[src/rtl/debounced_counter_bank.sv]
// Multi-channel debounced event counter: per-channel 2-FF sync, 4-state debounce FSM,
// press detector and wrap/saturate counter. Optional auto-repeat via DEBOUNCE_AUTOREPEAT_EN.
module debounced_counter_bank #(
    parameter int unsigned NUM_CH        = 4,
    parameter int unsigned CNT_W         = 4,
    parameter int unsigned DEB_CYCLES    = 500000,
    parameter int unsigned WRAP          = 1,
    parameter int unsigned HOLD_CYCLES   = 50000000,
    parameter int unsigned REPEAT_CYCLES = 10000000
) (
    input  logic                    clk,
    input  logic                    reset_n,
    input  logic [NUM_CH-1:0]       noisy,
    input  logic [NUM_CH-1:0]       clr,
    output logic [NUM_CH-1:0]       debounced,
    output logic [NUM_CH-1:0]       press,
    output logic [NUM_CH*CNT_W-1:0] count,
    output logic [NUM_CH-1:0]       overflow
);

    localparam int unsigned T_MAX_A = (DEB_CYCLES > HOLD_CYCLES) ? DEB_CYCLES : HOLD_CYCLES;
    localparam int unsigned T_MAX   = (T_MAX_A > REPEAT_CYCLES) ? T_MAX_A : REPEAT_CYCLES;
    localparam int unsigned TIMER_W = $clog2(T_MAX + 1);

    typedef enum logic [1:0] {
        IDLE = 2'd0,
        RISE = 2'd1,
        HIGH = 2'd2,
        FALL = 2'd3
    } state_t;

    for (genvar i = 0; i < NUM_CH; i++) begin : g_ch
        state_t             state;
        state_t             state_nxt;
        logic               s1;
        logic               s2;
        logic               deb_q;
        logic               done_c;
        logic               press_c;
        logic               rep_fire_c;
        logic [TIMER_W-1:0] timer;
        logic [CNT_W-1:0]   cnt;
        logic               ovf;
        logic               press_r;

        // Two-flop synchroniser for the asynchronous pin
        always_ff @(posedge clk) begin
            if (!reset_n) begin
                s1 <= 1'b0;
                s2 <= 1'b0;
            end else begin
                s1 <= noisy[i];
                s2 <= s1;
            end
        end

        assign done_c = (timer == TIMER_W'(DEB_CYCLES - 1));

        always_ff @(posedge clk) begin
            if (!reset_n) begin
                state <= IDLE;
            end else begin
                state <= state_nxt;
            end
        end

        always_comb begin
            state_nxt = state;
            case (state)
                IDLE: if (s2) state_nxt = RISE;
                RISE: if (!s2) state_nxt = IDLE; else if (done_c) state_nxt = HIGH;
                HIGH: if (!s2) state_nxt = FALL;
                FALL: if (s2) state_nxt = HIGH; else if (done_c) state_nxt = IDLE;
                default: state_nxt = IDLE;
            endcase
        end

        // Stability timer runs only while a transition is being qualified
        always_ff @(posedge clk) begin
            if (!reset_n) begin
                timer <= '0;
                deb_q <= 1'b0;
            end else begin
                timer <= (state == RISE || state == FALL) ? timer + TIMER_W'(1) : '0;
                deb_q <= debounced[i];
            end
        end

        assign debounced[i] = (state == HIGH) || (state == FALL);

`ifdef DEBOUNCE_AUTOREPEAT_EN
        logic [TIMER_W-1:0] rep_timer;
        logic               repeating;

        // First fire after the hold delay, then every repeat period while held in HIGH
        assign rep_fire_c = (state == HIGH) &&
            (rep_timer == (repeating ? TIMER_W'(REPEAT_CYCLES) : TIMER_W'(HOLD_CYCLES)));

        always_ff @(posedge clk) begin
            if (!reset_n || state != HIGH) begin
                rep_timer <= '0;
                repeating <= 1'b0;
            end else if (rep_fire_c) begin
                rep_timer <= TIMER_W'(1);
                repeating <= 1'b1;
            end else begin
                rep_timer <= rep_timer + TIMER_W'(1);
            end
        end
`else
        assign rep_fire_c = 1'b0;
`endif

        assign press_c = (debounced[i] & ~deb_q) | rep_fire_c;

        // Clear wins over a same-cycle press; a full counter flags overflow
        always_ff @(posedge clk) begin
            if (!reset_n) begin
                cnt     <= '0;
                ovf     <= 1'b0;
                press_r <= 1'b0;
            end else begin
                press_r <= press_c;
                if (clr[i]) begin
                    cnt <= '0;
                    ovf <= 1'b0;
                end else if (press_c) begin
                    if (cnt != {CNT_W{1'b1}}) begin
                        cnt <= cnt + CNT_W'(1);
                    end else begin
                        ovf <= 1'b1;
                        if (WRAP != 0) cnt <= '0;
                    end
                end
            end
        end

        assign press[i]                  = press_r;
        assign overflow[i]               = ovf;
        assign count[i*CNT_W +: CNT_W]   = cnt;
    end

endmodule

[config.mk]
export PLATFORM = sky130hd
export DESIGN_NAME = debounced_counter_bank
export DESIGN_NICKNAME = d
export VERILOG_FILES = /design/src/rtl/debounced_counter_bank.sv
export SDC_FILE = /design/constraint.sdc
export NUM_CORES = 1
export LEC_CHECK = 0
export ABC_AREA = 1
export BUFFER_PORTS_ARGS = -buffer_cell sky130_fd_sc_hd__buf_2
export CELL_PAD_IN_SITES_DETAIL_PLACEMENT = 1
export CELL_PAD_IN_SITES_GLOBAL_PLACEMENT = 2
export CORE_MARGIN = 3
export CORE_UTILIZATION = 31
export DETAILED_ROUTE_END_ITERATION = 7
export MAX_ROUTING_LAYER = met4
export PLACE_DENSITY_LB_ADDON = 0.15
export SETUP_SLACK_MARGIN = 0.02
export SYNTH_ARGS = -nofsm -noshare
export SYNTH_HDL_FRONTEND = slang
export SYNTH_SLANG_ARGS = --single-unit
[constraint.sdc]
create_clock -name clk -period 1.5 [get_ports clk]
set_input_delay 0.3 -clock clk [delete_from_list [all_inputs] [get_ports clk]]
set_output_delay 0.3 -clock clk [all_outputs]
set_load 0.1 [all_outputs]
==> qor.yml, run 1 <==
status: "finished clean"
instances_no_fill: 1533
die_area_um2: 25800
grt_pass1_vias: 7034
grt_overflow: 0
worst-path-max-fanout: 2
cp-end-kind: "primary output"
synthCells: 1142
grtUsageTotal_pct: 17.2
cts.sinks: 148
num_rows: 55
wire_per_inst_um: 13.8
drc: 0
max_stage_delay_ns: 0.49
drv_slew: 0
fin_crit_sh_pct: 95.7
synth-simple-area-share_pct: 38.3
ir_worst_vdd_mv: 0.598
power_density_nw_per_um2: 912
grt_max_degree: 19
drtIter0Drc: 272
synth_seq_cells: 148
ys_types: 33
routed_wl_um: 21100
cts_inserted_buffers: 17
area.growth.synth_to_final_pct: 21.4
start_util_pct: 32.1
clk_latency_ns: 0.43
io_pins: 38
grt_pass1_wl_um: 35300
slowest_stage: "dfxtp_1"
clk_pin_slew_ns: 0.06
fin_setup_tns_ns: 0
tightest_slew_ns: 0.323
die_w_um: 161
postRouteAntennaNets: 0
reg2reg_depth: 8
finalHoldViolations: 0
synth.area.top_cells: "dfxtp_1 40%, nand2_1 16%, nor2_1 11%, inv_1 7.4%, a21oi_1 5.3%"
clock_path_buffers: 2
rr_endpoint: "g_ch[2].timer[24]"
cts_hold_buf: 0
fp.dieH_um: 161
yosysSeqAreaShare_pct: 40.0
dr.pass1.iters: 4
rr_startpoint: "g_ch[2].timer[0]"
routed_via_density: 4.57
setup_viol: 0
fin_nets: 1225
start_kind: "register"
grt_antenna_before_repair: 0
min-delay-start: "noisy[3]"
r2r_slack_ns: 0.09
leakage_nw: 2.93
cp.buffers_inverters: 1
placed_cells: 1497
hold_depth: 3
post-dp-hpwl_um: 16300
h-tree-depth: 4
fmax_mhz: 697
max_slew_margin_pct: 78.5
yosysTopAreaCell: "dfxtp_1"
cts_root_buf: "clkbuf_16"
antenna_cells: 0
path_depth: 1
synth_fa_ha_area_share_pct: 1.35
portBuffers: 37
path_delay_family: "flip-flops"
hold_path_class: "in2reg"
synth_nets: 1160
arrival_ns: 1.14
rsz0062_at_grt: "true"
maxCapViolations: 0
synth_xor_area_share_pct: 2.13
syn_avg_cell_area_um2: 6.48
synth_top_area_share_pct: 40.0
yosysWarnings: 0
crit_start: "g_ch[3].ovf"
synth_top_family_by_area: "simple AND/OR/NAND/NOR gates"
hold_end: "g_ch[3].s1"
muxShareOfSynthArea_pct: 0
drive_gt1_share_pct: 14.8
period_needed_ns: 1.44
design.core.area_um2: 23100
worstSetupPathType: "reg2out"
finClkSkew_ns: 0.00848
synth_area_um2: 7400
synth_compound_area_share_pct: 9.01
place_congestion: 0.838
via_count: 7002
required_ns: 1.20
tritoncts: "yes"
path_cells: "buf_12"
logic make-up (layout without fill, tap and decap cells):
kind of cell | after synthesis | after routing
flip-flops | 148 | 148
XOR/XNOR | 18 | 18
AO/OA/AOI/OAI | 129 | 129
adder cells (fa/ha/maj) | 8 | 8
buffers and inverters | 171 | 249
AND/OR/NAND/NOR | 668 | 668
layer usage:
layer,part of all wire [%],GRT usage (%)
met1,51,22.9
met2,46,27.4
met3,2.0,2.68
met4,0.90,4.50
met5,0,-
registers in the layout (all words and copies together), names as in the netlist, named ones only:
register,flops
g_ch.press_r,4
g_ch.timer,104
g_ch.state,4
g_ch.s1,4
g_ch.deb_q,4
g_ch.cnt,16
g_ch.ovf,4
g_ch.s2,4
layout make-up:
class	instances	area, µm²
multi-input combinational	823	3910
inverter	152	571
clock inverter	4	45.0
timing repair buffer	65	566
clock buffer	28	507
fill	2938	14100
tap	313	392
sequential	148	2990
worst register-to-register path: cells and delay by family (launching register included):
| family | cells | cell delay [ns] |
|---|---|---|
| AND/OR/NAND/NOR | 4 | 0.44 |
| flip-flops | 1 | 0.34 |
| buffers and inverters | 2 | 0.23 |
| adder cells (fa/ha/maj) | 1 | 0.19 |
| AO/OA/AOI/OAI | 1 | 0.14 |
what timing repair did:
action	in CTS	in global routing
setup buffers	0	4
endpoints found under the setup margin	21	46
pin swaps	0	8
gates resized for setup	21	51
synth_stat cells:
cell,instances
and3_1,1
inv_2,3
a211oi_1,1
nor2_2,17
or2_1,1
buf_2,3
a21oi_1,78
xnor2_1,12
clkbuf_1,7
and2_1,1
nand4_1,23
nor3_1,7
nand2_1,313
o21ai_0,41
inv_1,146
clkinv_1,3
ha_1,8
o21ai_1,2
nand2_2,7
a21oi_2,1
nor3_2,2
nand3b_1,1
dfxtp_1,148
nand3_1,58
buf_1,1
nor2_1,220
nand3_2,5
nor2_4,8
a21o_1,1
o21a_1,5
xor2_1,6
buf_4,8
nor3b_1,4
power by group:
part	internal, W	total (W)	switching (W)
clock	0.00246	0.00413	0.00168
sequential	0.00394	0.00395	0.00000880
combinational	0.0000414	0.000108	0.0000669
total	0.00644	0.00819	0.00175
cell usage in the layout (no fill, tap or decap), drive strengths merged:
| cell | synthesis | routed |
|---|---|---|
| xnor2 | 12 | 12 |
| o21ai | 43 | 43 |
| buf | 12 | 62 |
| ha | 8 | 8 |
| clkbuf | 7 | 31 |
| nand3b | 1 | 1 |
| inv | 149 | 150 |
| xor2 | 6 | 6 |
| and3 | 1 | 1 |
| nor3 | 9 | 9 |
| o21a | 5 | 5 |
| bufinv | 0 | 1 |
| nand3 | 63 | 63 |
| or2 | 1 | 1 |
| nand2 | 320 | 320 |
| and2 | 1 | 1 |
| clkinv | 3 | 5 |
| a21oi | 79 | 79 |
| nand4 | 23 | 23 |
| nor3b | 4 | 4 |
| dfxtp | 148 | 148 |
| a21o | 1 | 1 |
| a211oi | 1 | 1 |
| nor2 | 245 | 245 |
through the flow:
stage	power [W]	worst slack [ns]	util [%]	hold WS (ns)	area, µm²
4_1_cts	0.00834	0.0251	38.1	0.0443	8770
3_5_place_dp	0.00415	0.0501	35.4	0.407	8170
2_1_floorplan	0.00409	0.0478	-	0.390	7430
5_1_grt	0.00851	-0.0138	39.0	0.0692	8980
3_3_place_gp	0.00415	0.0749	35.4	0.400	8170
6_report	0.00819	0.0646	39.0	0.0705	8980
how the worst max path moves through the flow:
stage          slack (ns)                end
5_1_grt             -0.01  g_ch[2].timer[24]
2_1_floorplan        0.05     g_ch[2].cnt[3]
6_report             0.06        overflow[3]
3_5_place_dp         0.05           register
4_1_cts              0.03           press[1]
3_3_place_gp         0.07           register
Note: power is estimated with default switching activity, not from simulation.
==> run 2: changes to the inputs <==
--- a/config.mk
+++ b/config.mk
@@ -10,7 +10,8 @@
 export CELL_PAD_IN_SITES_DETAIL_PLACEMENT = 1
 export CELL_PAD_IN_SITES_GLOBAL_PLACEMENT = 2
 export CORE_MARGIN = 3
-export CORE_UTILIZATION = 31
+export CORE_UTILIZATION = 32
+export CTS_BUF_LIST = sky130_fd_sc_hd__clkbuf_8
 export DETAILED_ROUTE_END_ITERATION = 7
 export MAX_ROUTING_LAYER = met4
 export PLACE_DENSITY_LB_ADDON = 0.15
==> run 2 against run 1 <==
Against the previous run: combinational power down 6%; via count about the same; sequential share of layout area up 0.68 points; sequential power about the same; fmax up 2.1%; clock-buffer cell count down 10; global-route usage up 1.1 points; largest cell class unchanged; power down 6.6%; die area down 3.0%.
==> qor.yml, run 2 (synthesized netlist as in run 1, its figures left out) <==
status: "finished clean"  # unchanged
grt_max_degree: 17  # was 19
p_sw_w: 0.00167  # was 0.00175 W
final_common_cell: "nand2_1"  # unchanged
path_cells: "buf_4"  # was buf_12
die_area_um2: 25000  # was 25800 µm²
finalHoldViolations: 0  # unchanged
dr.pass1.iters: 4  # unchanged
pwr-share-clk_pct: 47.1  # was 50.5%
max_stage_delay_ns: 0.37  # was 0.49 ns
path_delay_family: "flip-flops"  # unchanged
power_density_nw_per_um2: 867  # was 912 nW/µm²
clock_path_buffers: 2  # unchanged
reg2reg_depth: 7  # was 8
grt_pass1_wl_um: 35700  # was 35300 µm
postRouteAntennaNets: 0  # unchanged
grt_pass1_vias: 7209  # was 7034
die_w_um: 158  # was 161 µm
place_congestion: 0.790  # was 0.838
setup_viol: 0  # unchanged
cp-end-kind: "primary output"  # unchanged
design_area_um2: 8820  # was 8980 µm²
antenna_cells: 0  # unchanged
wire_per_inst_um: 14.1  # was 13.8 µm
rsz0062_at_grt: "true"  # unchanged
tritoncts: "yes"  # unchanged
drv_slew: 0  # unchanged
arrival_ns: 1.11  # was 1.14 ns
seq_power_share_pct: 51.5  # was 48.2%
grt_overflow: 0  # unchanged
finClkSkew_ns: 0.0151  # was 0.00848 ns
whs_ns: 0.0373  # was 0.0705 ns
slowest_stage: "dfxtp_4"  # was dfxtp_1
clk_pin_slew_ns: 0.08  # was 0.06 ns
cts_hold_buf: 0  # unchanged
sw_frac_of_total_pct: 21.8  # was 21.4%
post-dp-hpwl_um: 16700  # was 16300 µm
fp.dieH_um: 158  # was 161 µm
grt_antenna_before_repair: 0  # unchanged
clk_latency_ns: 0.45  # was 0.43 ns
instances_no_fill: 1504  # was 1533
num_rows: 55  # unchanged
drc: 0  # unchanged
top_regs: "g_ch.timer x104, g_ch.cnt x16"  # unchanged
fin_nets: 1225  # unchanged
h-tree-depth: 4  # unchanged
required_ns: 1.20  # about the same
via_count: 7006  # was 7002
path_depth: 1  # unchanged
start_util_pct: 32.6  # was 32.1%
fin_crit_sh_pct: 93.7  # was 95.7%
worst-path-max-fanout: 4  # was 2
hold_path_class: "in2reg"  # unchanged
final_cell_mix: "309 x nand2_1, 207 x nor2_1, 145 x inv_1, 124 x dfxtp_1, 78 x a21oi_1"  # was 308 x nand2_1, 208 x nor2_1, 144 x inv_1, 129 x dfxtp_1, 78 x a21oi_1
ir_worst_vdd_mv: 0.444  # was 0.598 mV
hold_depth: 3  # unchanged
cp.buffers_inverters: 1  # unchanged
fin_setup_tns_ns: 0  # unchanged
tightest_slew_ns: 0.342  # was 0.323 ns
start_kind: "register"  # unchanged
period_needed_ns: 1.41  # was 1.44 ns
routed_wl_um: 21200  # was 21100 µm
grtUsageTotal_pct: 18.4  # was 17.2%
internal_power_w: 0.00598  # was 0.00644 W
combPwrFrac_pct: 1.3  # about the same
placed_cells: 1471  # was 1497
placed_area_um2: 8110  # was 8170 µm²
io_pins: 38  # unchanged
portBuffers: 37  # unchanged
drtIter0Drc: 223  # was 272
top_register: "g_ch.timer"  # unchanged
cts_root_buf: "clkbuf_8"  # was clkbuf_16
routed_via_density: 4.66  # was 4.57
largest_register_ffs: 104  # unchanged
design.core.area_um2: 22700  # was 23100 µm²
maxCapViolations: 0  # unchanged
worstSetupPathType: "reg2out"  # unchanged
cts_inserted_buffers: 17  # unchanged
fmax_mhz: 711  # was 697 MHz
min-delay-start: "noisy[1]"  # was noisy[3]
leakage_nw: 2.85  # was 2.93 nW
max_slew_margin_pct: 77.2  # was 78.5%
drive_gt1_share_pct: 15.3  # was 14.8%
area.growth.synth_to_final_pct: 19.2  # was 21.4%
crit_start: "g_ch[1].cnt[0]"  # was g_ch[3].ovf
rr_startpoint: "g_ch[0].timer[0]"  # was g_ch[2].timer[0]
final_util_pct: 38.8  # was 39.0%
cts.sinks: 148  # unchanged
-- run 2: final cells by class --
cell class | instances | area, µm²
clock buffers | 18 | 248
clock inverters | 13 | 205
fillers | 2963 | 13900
inverters | 152 | 571
multi-input cells | 823 | 3880
flip-flops and latches | 148 | 3000
well taps | 285 | 357
repair buffers | 65 | 561
-- run 2: through the flow --
stage	setup WS (ns)	power (W)
final	0.0941	0.00765
after global placement	0.102	0.00414
after global routing	-0.0295	0.00801
after floorplan	0.0478	0.00409
after detailed placement	0.0711	0.00414
after CTS	0.0291	0.00781
-- run 2: path summary, 6_finish.rpt --
path | endpoint | slack, ns
worst max-delay path | count[4] | 0.09
worst min-delay path | g_ch[1].s1 | 0.04
worst max register to register | g_ch[0].timer[16] | 0.10
worst min register to register | g_ch[0].s2 | 0.41
-- run 2: per-layer routing --
metal | GRT usage [%] | share of wire, % | wire length (µm)
met1 | 23.2 | 49 | 10400
met2 | 31.0 | 48 | 10200
met3 | 3.25 | 2.0 | 416
met4 | 3.61 | 0.78 | 166
met5 | - | 0 | 0
-- run 2: power by group through the flow --
| stage | logic (W) | registers (W) | clock network, W |
|---|---|---|---|
| floorplan | 0.0000569 | 0.00404 | 0 |
| global placement | 0.000101 | 0.00404 | 0 |
| detailed placement | 0.000103 | 0.00404 | 0 |
| CTS | 0.000103 | 0.00394 | 0.00377 |
| global route | 0.000116 | 0.00395 | 0.00395 |
| finish | 0.000101 | 0.00394 | 0.00361 |
-- run 2: repair_timing --
item | in CTS | in global routing
setup buffers | 0 | 2
pin swaps | 0 | 3
setup endpoints to repair | 25 | 51
gates resized for setup | 30 | 50
cloned | 0 | 0
